$ cat src/rtl/fpu_arbiter_if.sv
// Requester-side and Fpu-side bus of the shared-Fpu arbiter.
// The slave modport is the arbiter; the master modport is the requesters plus the Fpu.
interface fpu_arbiter_if #(
    parameter int unsigned NUM_REQ = 4
);
    logic [NUM_REQ-1:0]    req;
    logic [2*NUM_REQ-1:0]  req_op;
    logic [32*NUM_REQ-1:0] req_a;
    logic [32*NUM_REQ-1:0] req_b;
    logic [NUM_REQ-1:0]    gnt;
    logic [NUM_REQ-1:0]    rsp_valid;
    logic [31:0]           rsp_res;
    logic                  rsp_nan;
    logic                  busy;
    logic                  fpu_en;
    logic [1:0]            fpu_op;
    logic [31:0]           fpu_operand0;
    logic [31:0]           fpu_operand1;
    logic [31:0]           fpu_res;
    logic                  fpu_nan;

    modport slave (
        input  req, req_op, req_a, req_b, fpu_res, fpu_nan,
        output gnt, rsp_valid, rsp_res, rsp_nan, busy,
               fpu_en, fpu_op, fpu_operand0, fpu_operand1
    );

    modport master (
        output req, req_op, req_a, req_b, fpu_res, fpu_nan,
        input  gnt, rsp_valid, rsp_res, rsp_nan, busy,
               fpu_en, fpu_op, fpu_operand0, fpu_operand1
    );
endinterface

$ cat src/rtl/fpu_arbiter.sv
// Round-robin arbiter sharing one fixed-latency Fpu between NUM_REQ requesters,
// one operation in flight, result returned to the owner with a one-cycle valid pulse.
module fpu_arbiter #(
    parameter int unsigned NUM_REQ     = 4,
    parameter int unsigned FPU_LATENCY = 1,
    parameter int unsigned IDX_W       = $clog2(NUM_REQ)
) (
    input  logic         clk,
    input  logic         rst_n,
    fpu_arbiter_if.slave bus
);
    localparam int unsigned CNT_W = (FPU_LATENCY > 1) ? $clog2(FPU_LATENCY + 1) : 1;

    typedef enum logic {IDLE = 1'b0, BUSY = 1'b1} state_t;

    state_t              state, state_d;
    logic [CNT_W-1:0]    cnt, cnt_d;
    logic [IDX_W-1:0]    owner, owner_d;
    logic [IDX_W-1:0]    last, last_d;
    logic [IDX_W-1:0]    winner, cand;
    logic                found;
    logic [1:0]          op_q, op_d;
    logic [31:0]         a_q, a_d;
    logic [31:0]         b_q, b_d;
    logic [NUM_REQ-1:0]  gnt_q, gnt_d;
    logic [NUM_REQ-1:0]  rsp_valid_q, rsp_valid_d;
    logic [31:0]         rsp_res_q, rsp_res_d;
    logic                rsp_nan_q, rsp_nan_d;
    logic                fpu_en_q, fpu_en_d;
    logic                busy_q;

    // First requester after the previous winner, wrapping modulo NUM_REQ.
    always_comb begin
        found  = 1'b0;
        winner = '0;
        cand   = '0;
        for (int unsigned k = 1; k <= NUM_REQ; k++) begin
            cand = IDX_W'((32'(last) + k) % NUM_REQ);
            if (!found && bus.req[cand]) begin
                found  = 1'b1;
                winner = cand;
            end
        end
    end

    // Next state and next values of all registered outputs.
    always_comb begin
        state_d     = state;
        cnt_d       = cnt;
        owner_d     = owner;
        last_d      = last;
        op_d        = op_q;
        a_d         = a_q;
        b_d         = b_q;
        gnt_d       = '0;
        rsp_valid_d = '0;
        rsp_res_d   = rsp_res_q;
        rsp_nan_d   = rsp_nan_q;
        fpu_en_d    = fpu_en_q;

        unique case (state)
            IDLE: begin
                fpu_en_d = 1'b0;
                if (found) begin
                    op_d          = bus.req_op[2*winner +: 2];
                    a_d           = bus.req_a[32*winner +: 32];
                    b_d           = bus.req_b[32*winner +: 32];
                    owner_d       = winner;
                    last_d        = winner;
                    cnt_d         = CNT_W'(FPU_LATENCY);
                    gnt_d[winner] = 1'b1;
                    fpu_en_d      = 1'b1;
                    state_d       = BUSY;
                end
            end
            BUSY: begin
                fpu_en_d = 1'b1;
                if (cnt != '0) begin
                    cnt_d = cnt - CNT_W'(1);
                end else begin
                    rsp_res_d          = bus.fpu_res;
                    rsp_nan_d          = bus.fpu_nan;
                    rsp_valid_d[owner] = 1'b1;
                    fpu_en_d           = 1'b0;
                    state_d            = IDLE;
                end
            end
            default: state_d = IDLE;
        endcase
    end

    // A reset mid-operation abandons it; no response is produced.
    always_ff @(posedge clk or negedge rst_n) begin
        if (!rst_n) begin
            state       <= IDLE;
            cnt         <= '0;
            owner       <= '0;
            last        <= IDX_W'(NUM_REQ - 1);
            op_q        <= '0;
            a_q         <= '0;
            b_q         <= '0;
            gnt_q       <= '0;
            rsp_valid_q <= '0;
            rsp_res_q   <= '0;
            rsp_nan_q   <= 1'b0;
            fpu_en_q    <= 1'b0;
            busy_q      <= 1'b0;
        end else begin
            state       <= state_d;
            cnt         <= cnt_d;
            owner       <= owner_d;
            last        <= last_d;
            op_q        <= op_d;
            a_q         <= a_d;
            b_q         <= b_d;
            gnt_q       <= gnt_d;
            rsp_valid_q <= rsp_valid_d;
            rsp_res_q   <= rsp_res_d;
            rsp_nan_q   <= rsp_nan_d;
            fpu_en_q    <= fpu_en_d;
            busy_q      <= (state_d == BUSY);
        end
    end

    assign bus.gnt          = gnt_q;
    assign bus.rsp_valid    = rsp_valid_q;
    assign bus.rsp_res      = rsp_res_q;
    assign bus.rsp_nan      = rsp_nan_q;
    assign bus.busy         = busy_q;
    assign bus.fpu_en       = fpu_en_q;
    assign bus.fpu_op       = op_q;
    assign bus.fpu_operand0 = a_q;
    assign bus.fpu_operand1 = b_q;
endmodule

$ cat src/flat_wrapper.sv
// flat-port wrapper written by rule: the top's interface ports become plain ports
module fpu_arbiter_flat 
#(
    parameter int unsigned NUM_REQ     = 4,
    parameter int unsigned FPU_LATENCY = 1,
    parameter int unsigned IDX_W       = $clog2(NUM_REQ)
)
  (clk, rst_n, bus_req, bus_req_op, bus_req_a, bus_req_b, bus_fpu_res, bus_fpu_nan, bus_gnt, bus_rsp_valid, bus_rsp_res, bus_rsp_nan, bus_busy, bus_fpu_en, bus_fpu_op, bus_fpu_operand0, bus_fpu_operand1);
  fpu_arbiter_if #(.NUM_REQ(NUM_REQ)) bus_i ();
  input  logic clk;
  input  logic rst_n;
  input wire logic [$bits(bus_i.req)-1:0] bus_req;
  input wire logic [$bits(bus_i.req_op)-1:0] bus_req_op;
  input wire logic [$bits(bus_i.req_a)-1:0] bus_req_a;
  input wire logic [$bits(bus_i.req_b)-1:0] bus_req_b;
  input wire logic [$bits(bus_i.fpu_res)-1:0] bus_fpu_res;
  input wire logic [$bits(bus_i.fpu_nan)-1:0] bus_fpu_nan;
  output wire logic [$bits(bus_i.gnt)-1:0] bus_gnt;
  output wire logic [$bits(bus_i.rsp_valid)-1:0] bus_rsp_valid;
  output wire logic [$bits(bus_i.rsp_res)-1:0] bus_rsp_res;
  output wire logic [$bits(bus_i.rsp_nan)-1:0] bus_rsp_nan;
  output wire logic [$bits(bus_i.busy)-1:0] bus_busy;
  output wire logic [$bits(bus_i.fpu_en)-1:0] bus_fpu_en;
  output wire logic [$bits(bus_i.fpu_op)-1:0] bus_fpu_op;
  output wire logic [$bits(bus_i.fpu_operand0)-1:0] bus_fpu_operand0;
  output wire logic [$bits(bus_i.fpu_operand1)-1:0] bus_fpu_operand1;
  assign bus_i.req = bus_req;
  assign bus_i.req_op = bus_req_op;
  assign bus_i.req_a = bus_req_a;
  assign bus_i.req_b = bus_req_b;
  assign bus_i.fpu_res = bus_fpu_res;
  assign bus_i.fpu_nan = bus_fpu_nan;
  assign bus_gnt = bus_i.gnt;
  assign bus_rsp_valid = bus_i.rsp_valid;
  assign bus_rsp_res = bus_i.rsp_res;
  assign bus_rsp_nan = bus_i.rsp_nan;
  assign bus_busy = bus_i.busy;
  assign bus_fpu_en = bus_i.fpu_en;
  assign bus_fpu_op = bus_i.fpu_op;
  assign bus_fpu_operand0 = bus_i.fpu_operand0;
  assign bus_fpu_operand1 = bus_i.fpu_operand1;
  fpu_arbiter #(.NUM_REQ(NUM_REQ), .FPU_LATENCY(FPU_LATENCY), .IDX_W(IDX_W)) u_core (.clk(clk), .rst_n(rst_n), .bus(bus_i));
endmodule
$ cat config.mk
export PLATFORM = sky130hd
export DESIGN_NAME = fpu_arbiter_flat
export DESIGN_NICKNAME = d
export VERILOG_FILES = /design/src/rtl/fpu_arbiter_if.sv /design/src/rtl/fpu_arbiter.sv /design/src/flat_wrapper.sv
export SDC_FILE = /design/constraint.sdc
export NUM_CORES = 1
export LEC_CHECK = 0
export CELL_PAD_IN_SITES_DETAIL_PLACEMENT = 1
export CELL_PAD_IN_SITES_GLOBAL_PLACEMENT = 1
export CORE_UTILIZATION = 23
export CTS_CLUSTER_DIAMETER = 120
export DETAILED_ROUTE_END_ITERATION = 6
export PLACE_DENSITY = 0.87
export SLEW_MARGIN = 20
export SYNTH_ARGS = -nofsm -noshare
export SYNTH_HDL_FRONTEND = slang
export SYNTH_SLANG_ARGS = --single-unit
$ cat constraint.sdc
create_clock -name clk -period 1.99 [get_ports clk]
set_input_delay 0.2985 -clock clk [delete_from_list [all_inputs] [get_ports clk]]
set_output_delay 0.2985 -clock clk [all_outputs]
set_load 0.05 [all_outputs]
== Word-level counts from Yosys, hierarchy flattened ==
Cells that the tools add are included.
Cells by class
  add/sub/neg operators: 5
  $mul: 0
  divide/modulo/power cells: 0
  order comparisons: 8
  equality and inequality tests: 1
  shift-type cells: 3
  muxes and demuxes: 30
  bitwise gates (word level): 2
  reductions and logical operators: 10
Operator list (count)
  $shiftx A128 B8 Y32: 2
  $lt A2 B3 Y1 const B: 6
  $mux W4: 4
  $mux W1: 14
  $bmux W1 S2: 4
  $mux W2: 4
  $shiftx A8 B4 Y2: 1
  $logic_and A1 B1 Y1: 5
  $add A2 B1 Y2 const B: 2
  $add A2 B2 Y2 const B: 2
  $demux W1 S2: 2
  $ge A2 B1 Y1 const B: 2
  $pmux W1 S2: 2
  $reduce_and A2 Y1: 2
  $logic_not A1 Y1: 3
  $ne A2 B1 Y1 const B: 1
  $not A1 Y1: 2
  $sub A1 B1 Y1 const B: 1
Word-level totals
  register bits: 113
  bits in latches: 0
  RAM bits: 0
  ROM bits: 0
  input bits: 303
  output and inout bits: 109
  logic and storage cells: 70
  memories: 0

== Longest topological paths before layout ==
Gate-level depths: netlist of the first run.
  depth in word-level cells: 19
  mapped depth: 8
  depth with buffers taken out: 5

== Least setup slack after synthesis of the first run ==
OpenSTA, ideal clock, no wires.
  path type: register to register
  start: register u_core.state
  end: register u_core.rsp_res_q[26], in the netlist u_core.bus.rsp_res[26]
  library setup time: 0.125 ns
  arrival time: 1.791 ns
  required time: 1.865 ns
  path slack: 0.074 ns
  stages on the path, launching flop included: 5
  buffers on the path: 2
  clock period less this slack: 1.916 ns
  path through: dfrtp_1 nor2b_1 buf_2 buf_1 mux2_2
Between the ends
  cells in the longest elaborated chain, start to end: 1
RTL lines
  start, declared: line fpu_arbiter.sv:16  | state_t state, state_d;
  start signal, assigned: line fpu_arbiter.sv:109  | state <= state_d;
  $reduce_and A2 Y1 (no line)
  end signal, assigned: line fpu_arbiter.sv:118  | rsp_res_q <= rsp_res_d;
  end, declared: line fpu_arbiter.sv:27  | logic [31:0] rsp_res_q, rsp_res_d;
No other way between the ends.
A chain may end at the register's enable or synchronous reset.

== Final worst setup path of the first run ==
  start: register u_core.last[0]
  end: register u_core.b_q[23], in the netlist u_core.bus.fpu_operand1[23]
Between the ends
  cells in the longest elaborated chain, start to end: 14
  elaborated cells on any way between the ends: 28
  classes of those cells: 4 x add/sub; 1 x shift; 16 x mux; 7 x reduce/logical
RTL lines
  start, declared: line fpu_arbiter.sv:19  | logic [IDX_W-1:0] last, last_d;
  start signal, assigned: line fpu_arbiter.sv:98  | last <= IDX_W'(NUM_REQ - 1);
  start signal, assigned: line fpu_arbiter.sv:112  | last <= last_d;
  $add A2 B1 Y2: line fpu_arbiter.sv:38  | cand = IDX_W'((32'(last) + k) % NUM_REQ);
  $bmux W1 S2: line fpu_arbiter.sv:39  | if (!found && bus.req[cand]) begin
  $mux W1 (not written as such): line fpu_arbiter.sv:39
  $mux W1: line fpu_arbiter.sv:39
  $logic_not A1 Y1: line fpu_arbiter.sv:39
  $logic_and A1 B1 Y1: line fpu_arbiter.sv:39
  $mux W1: line fpu_arbiter.sv:39
  $logic_not A1 Y1: line fpu_arbiter.sv:39
  $logic_and A1 B1 Y1: line fpu_arbiter.sv:39
  $mux W1: line fpu_arbiter.sv:39
  $logic_not A1 Y1: line fpu_arbiter.sv:39
  $logic_and A1 B1 Y1: line fpu_arbiter.sv:39
  $mux W2 or $mux W1 (tied branches): line fpu_arbiter.sv:39
  $shiftx A128 B8 Y32 or $reduce_and A2 Y1 (tied branches)
  end signal, assigned: line fpu_arbiter.sv:101  | b_q <= '0;
  end signal, assigned: line fpu_arbiter.sv:115  | b_q <= b_d;
  end, declared: line fpu_arbiter.sv:24  | logic [31:0] b_q, b_d;
Several ways; a longest one is shown, not always the timed one. The select of a mux whose other input is x is not followed.

==> impl_results.md, run 1 <==
* Status: finished with violations
* Failing checks: negative hold slack, negative setup slack
* GRT Total Usage at 19.6%
* CTS tree: yes
* Global route total overflow at 0
* Register bit total from synthesis at ~110
* Most common cell after layout, fill and taps aside: clkdlybuf4s50_1
* # rows at just under 60
* Avg Cell Area, Syn at ~12 µm²
* Clock share of power at 15.3%
* Flop pwr share at 19.7%
* Crit start category: flip-flop
* Critical Path RT at 2250 ps
* DRC marker count from the first detailed-route iteration at 253
* Port Buffers at just over 400
* Comb pwr share at 65.0%
* Starting density of the core at 23.6%
* Maximum clock rate at roughly 0.45 GHz
* Finished Layout Cells at roughly 1300
* Hold Crit Class: primary input to asynchronous set/reset pin
* Hpwl dp at just under 20000 µm
* Switch share at between 40% and 50%
* Die area at approximately 0.027 mm²
* Cts hold-fix bufs at 0
* Slowest cell delay on critical path at 550 ps
* Reg2reg start: u_core.last[0]
* R2R setup slack at -220 ps
* Vias in the first global route at approximately 7000
* H-tree depth at 4
* Post-synth net total at 796
* Design Area, Final at 0.0122 mm²
* Tmin final at 2210 ps
* Pin count of the biggest net entering global routing at 114
* Worst path bufs/invs at 3
* Worst vdd ir at around 0.8 mV
* Total Wirelength at 28300 µm
* Leak at 5.01 nW
* Most frequent cells in the layout: 406 x clkdlybuf4s50_1, 111 x dfrtp_1, 80 x mux2i_1, 71 x nand2_1, 39 x o221ai_1
* First-pass iteration count of the detailed router at 4
* Overall die width at 164 µm
* Max_cap viols at 0
* Worst slew pin tran at 655 ps
* Mapped cell area at between 0.005 and 0.006 mm²
* Gp weighted congestion at around 0.76
* Sequential element share of the synthesized area at 47.2%
* Switching pwr at ~10 mW
* Die Y at 164 µm
* Initial antenna violation count at 1
* Via/cell ratio at around 4.7
* CP arrival at 2470 ps
* Core box area at 0.0254 mm²
* Cts bufs inserted at 17
* Slew Viols, Final at 0
* Period utilization at 111%
* P_int at approximately 11 mW
* # setup viols final at 66
* Worst hold slack at -49.3 ps
* Netlist cell types at 30
* Crit-path slowest cell: dfstp_2
* Clock latency on the worst-skew pair at 410 ps
* WP depth at 8
* Placed cells at 1228
* Crit-path cells: nand2b_4, o21ai_4, a221oi_4, buf_12, buf_12, buf_6, mux2i_1, o221ai_1
* Warnings, synthesis at 0
* I/O pins at 412
* RSZ-0062 raised after global routing: true
* Reg2reg end: u_core.bus.fpu_operand1[23]
* Gate Count Post-Synth at 493
* CP Class: flip-flop to flip-flop
* Post-DRT Antenna Nets at 0
* Dominant synthesized flop cell: dfrtp_1
* Placed Area at 0.0107 mm²
* Relative slew slack at 56.4%
* Root buffer cell: clkbuf_16
* Worst path most repeated cell: buf_12
* Crit path to: u_core.bus.fpu_operand1[23]
* Buffer depth of the longest clock path at 2
* Worst setup path start: u_core.last[0]
* Reg clk slew, reported paths at 70 ps
* Final number of hold-violating endpoints at 11
* Area delta synth->final at 104%
* Dpl ws at -509 ps
* Family with the most delay on the worst path: compound AO/OA/AOI/OAI gates
* Max Clock Skew at 12.1 ps
* Asr flop ratio synth at 100%
* Critical Path End Type: flip-flop
* Final Worst Setup Slack at -223 ps
* PD cells at between 1500 and 2000 mW/mm²
* Number of synthesized flops with an enable pin at 0
* Total design power at 21.1 mW
* Residual DRC count at 0
* R2R cell count at 8
* Post-DR wirelength/cell at 22.1 µm
* Via count at 6032
* Crit path max fanout at 7
* Share of cells above drive strength 1 at between 20% and 30%
* Clock Sink Count at 113
* Fin util at 48.1%
* # nets final at 1237
* First-pass GRT wire length at 39300 µm
how the worst min path moves through the flow:
stage	from	endpoint	slack, ps	cells after the start
2_1_floorplan	rst_n	u_core.bus.fpu_op[0]	3	0
3_3_place_gp	rst_n	u_core.bus.rsp_res[10]	440	2
3_5_place_dp	rst_n	u_core.bus.rsp_res[10]	460	2
4_1_cts	rst_n	u_core.bus.rsp_res[10]	0.2	2
5_1_grt	rst_n	u_core.bus.rsp_res[10]	20	2
6_report	rst_n	u_core.bus.rsp_res[10]	-50	2
cell type report:
type	count	area (µm²)
fillers	2656	13200
repair buffers	465	4980
multi-input cells	336	3380
flip-flops and latches	113	2830
clock buffers	18	439
well taps	330	413
clock inverters	14	170
diodes	3	7.51
inverters	1	3.75
per-stage QoR:
step                      setup TNS, ps  hold slack [ps]
after floorplan                       0             2.91
after global placement           -20930              444
after detailed placement         -28220              459
after CTS                         -2880            0.222
after global routing             -12120             15.2
final                             -5290            -49.3
power by group through the flow:
stage	Clock [mW]	Sequential, mW	Combinational [mW]
after floorplan	0	7.77	4.00
after global placement	0	4.09	11.8
after detailed placement	0	4.17	12.1
after CTS	3.33	4.15	12.9
after global routing	3.41	4.27	14.3
final	3.23	4.15	13.7
synth_stat cells (2+ instances only):
library cell  instances  share of area (%)
nand2_1              72                4.5
buf_4                 9                1.1
nor2_1               12               0.75
buf_6                 5               0.94
clkbuf_1              5               0.31
nand2b_1              5               0.52
buf_8                 3               0.75
a21oi_1               4               0.33
mux2i_1             132                 22
buf_2                17                1.4
dfstp_2               2               0.88
mux2_2               33                6.2
o221ai_2             20                5.0
dfrtp_1             111                 46
o221ai_1             46                6.7
clkbuf_4              3               0.38
logic make-up after synthesis:
group | share of synthesized area (%)
buffers and inverters | 5.05
AOI/OAI and AO/OA | 12.8
and+or+nand+nor | 6.78
DFF | 47.2
muxes | 28.2
sequential cells by signal, summed over array words and instances, names as in the netlist:
| signal | count |
|---|---|
| u_core.bus.fpu_operand0 | 32 |
| u_core.bus.fpu_operand1 | 32 |
| u_core.bus.rsp_res | 32 |
| u_core.bus.gnt | 4 |
| u_core.bus.rsp_valid | 4 |
| u_core.bus.fpu_op | 2 |
| u_core.last | 2 |
| u_core.owner | 2 |
| u_core.bus.rsp_nan | 1 |
| u_core.cnt | 1 |
| u_core.state | 1 |
metal layers:
| metal | wire, µm | track usage [%] |
|---|---|---|
| met5 | 0 | 0 |
| met4 | 761 | 6.73 |
| met3 | 2020 | 5.41 |
| met2 | 15200 | 37.1 |
| met1 | 10400 | 20.6 |
repair_timing:
action                     in CTS  in global routing
setup buffers                   7                  3
pin swaps                       5                 34
gates cloned                    3                  5
resized for setup              51                 76
setup endpoints to repair      66                 67
Note: power is estimated with default switching activity, not from simulation.
==> run 2, diff against run 1 <==
Settings changed: CTS_CLUSTER_DIAMETER 120 to 40.
==> results of run 2 <==
No change in the layout: final DEF, timing and power equal those of run 1.
==> run 3, diff against run 2 <==
Settings changed: CAP_MARGIN set to 30, CORE_ASPECT_RATIO set to 0.7.
==> run 3 against run 2 <==
Against the previous run: the run ends with negative setup slack left; first-iteration DRC count down 39%; die area about the same; critical path depth unchanged; clock power down 4%; final area down 0.76%; total power down 1.7%; count of clock-buffer cells in the layout down 1; non-clock buffer count up 2; combinational power about the same; utilization down 0.79 points; highest routed layer unchanged.
==> impl_results.md, run 3 (synthesis results as in run 1) <==
* Gp weighted congestion at 0.759 (-0.45%)
* Die area at 0.0267 mm² (about the same)
* Port Buffers at 411 (unchanged)
* Die Y at 137 µm (-16%)
* Maximum clock rate at 0.461 GHz (+2.0%)
* Tmin final at 2170 ps (-42.7 ps)
* Finished Layout Cells at 1281 (+0.078%)
* RSZ-0062 raised after global routing: true
* Crit-path cells: nand2b_4, o21ai_4, a221oi_4, buf_6, buf_12, clkbuf_16, mux2i_1, o221ai_1
* Share of cells above drive strength 1 at 21.3% (-1.3 points)
* Area delta synth->final at 102%
* Placed cells at 1232 (+0.33%)
* # setup viols final at 61 (-7.6%)
* # rows at 49 (-16%)
* Slowest cell delay on critical path at 550 ps (about the same)
* I/O pins at 412 (unchanged)
* Reg clk slew, reported paths at 60 ps (about the same)
* Post-DRT Antenna Nets at 0 (unchanged)
* Most common cell after layout, fill and taps aside: clkdlybuf4s50_1
* CTS tree: yes
* Hold Crit Class: primary input to asynchronous set/reset pin
* Max_cap viols at 0 (unchanged)
* Final number of hold-violating endpoints at 0 (-11)
* Critical Path End Type: flip-flop
* Hpwl dp at 19600 µm (-0.18%)
* DRC marker count from the first detailed-route iteration at 155 (-39%)
* Total Wirelength at 27200 µm (-4.0%)
* Root buffer cell: clkbuf_16
* Final Worst Setup Slack at -181 ps (+42.7 ps)
* Relative slew slack at 63.2% (+6.9 points)
* Leak at 5.02 nW (+0.24%)
* CP arrival at 2450 ps (-20 ps)
* Vias in the first global route at 6625 (-2.7%)
* Crit path max fanout at 8 (+1)
* Worst vdd ir at 1.15 mV (+43%)
* Failing checks: negative setup slack
* GRT Total Usage at 19.0% (-0.66 points)
* First-pass iteration count of the detailed router at 4 (unchanged)
* Cts bufs inserted at 17 (unchanged)
* Period utilization at 109% (-2.1 points)
* Clock Sink Count at 113 (unchanged)
* Final setup TNS at -4330 ps (+951 ps)
* Crit-path slowest cell: dfstp_2
* Placed Area at 0.0108 mm² (+0.57%)
* Most frequent cells in the layout: 405 x clkdlybuf4s50_1, 111 x dfrtp_1, 89 x mux2i_1, 71 x nand2_1, 42 x o221ai_1
* Max Clock Skew at 9.37 ps (-2.70 ps)
* PD cells at 1710 mW/mm² (-0.90%)
* Initial antenna violation count at 1 (unchanged)
* Status: finished with violations
* Via/cell ratio at 4.70 (-0.31%)
* Residual DRC count at 0 (unchanged)
* R2R setup slack at -180 ps (+40 ps)
* Crit start category: flip-flop
* Core box area at 0.0256 mm² (+0.90%)
* Starting density of the core at 23.4% (-0.21 points)
* Pin count of the biggest net entering global routing at 46 (-60%)
* Global route total overflow at 0 (unchanged)
* Design Area, Final at 0.0121 mm² (-0.76%)
* Critical Path RT at 2270 ps (+20 ps)
* Overall die width at 195 µm (+19%)
* Slew Viols, Final at 0 (unchanged)
* Via count at 6018 (-0.23%)
* Worst slew pin tran at 550 ps (-105 ps)
* First-pass GRT wire length at 38300 µm (-2.5%)
* Post-DR wirelength/cell at 21.2 µm (-4.1%)
* CP Class: flip-flop to flip-flop
* Clock latency on the worst-skew pair at 420 ps (about the same)
* Buffer depth of the longest clock path at 2 (unchanged)
* H-tree depth at 4 (unchanged)
* # nets final at 1239 (+0.16%)
==> run 3: cell types whose count changed in the layout (fill, tap and decap cells not counted), moves of 2 or more <==
| cell | change |
|---|---|
| buf_4 | +2 |
| clkinv_2 | +2 |
| o221ai_1 | +3 |
| inv_6 | -2 |
| mux2i_4 | -3 |
| mux2i_1 | +9 |
| inv_8 | -3 |
| clkinvlp_4 | +3 |
| o221ai_2 | -3 |
| mux2i_2 | -6 |
| diode_2 | -2 |
==> run 3: final cells by class <==
class	instances	area (µm²)
Timing Repair Buffer	467	5000
Multi-Input combinational cell	336	3300
Antenna cell	1	2.50
Clock inverter	15	160
Sequential cell	113	2830
Fill cell	2696	13500
Clock buffer	17	425
Tap cell	331	414
Inverter	1	3.75
==> run 3: repair_timing <==
| item | 4_1_cts | 5_1_grt |
|---|---|---|
| hold buffers | 1 | 0 |
| setup endpoints to repair | 66 | 68 |
| pin swaps | 19 | 19 |
| setup buffers | 4 | 3 |
| cloned | 1 | 8 |
| hold endpoints to repair | 28 | 0 |
| resized for setup | 38 | 70 |
==> run 3: layer usage <==
metal	wire (µm)	GRT usage, %
met2	13700	32.3
met4	281	5.60
met5	0	0
met1	11400	22.8
met3	1860	6.26
==> run 3: through the flow <==
stage               total power [mW]  util (%)  hold slack [ps]  setup WS [ps]
floorplan                       11.8         -             2.91           73.8
global placement                16.0      42.0              274           -368
detailed placement              16.3      42.0              281           -520
CTS                             20.0      45.2              346           -121
global route                    21.7      47.3              380           -236
finish                          20.8      47.3              360           -181
==> run 3: where the power goes <==
part | total, mW | internal, mW | switching (mW)
clock network | 3.11 | 1.85 | 1.25
logic | 13.5 | 5.83 | 7.68
registers | 4.13 | 3.46 | 0.666
total | 20.7 | 11.1 | 9.60
==> run 3: final timing paths <==
path,from,end,depth (start not counted)
setup / recovery,u_core.last[0],u_core.bus.fpu_operand1[22],8
hold / removal,rst_n,u_core.bus.rsp_res[10],2
setup reg to reg,u_core.last[0],u_core.bus.fpu_operand1[22],8
hold reg to reg,u_core.bus.fpu_op[1],u_core.bus.fpu_op[1],2
max in group asynchronous,rst_n,u_core.bus.fpu_operand0[0],3
min in group clk,bus_fpu_res[29],u_core.bus.rsp_res[29],2
==> run 3: worst max-delay path: cells and delay by family, from the launching register on <==
family,cells,cell delay [ps]
muxes,1,260
AOI/OAI and AO/OA,3,540
buffers and inverters,3,520
and+or+nand+nor,1,140
DFF,1,550
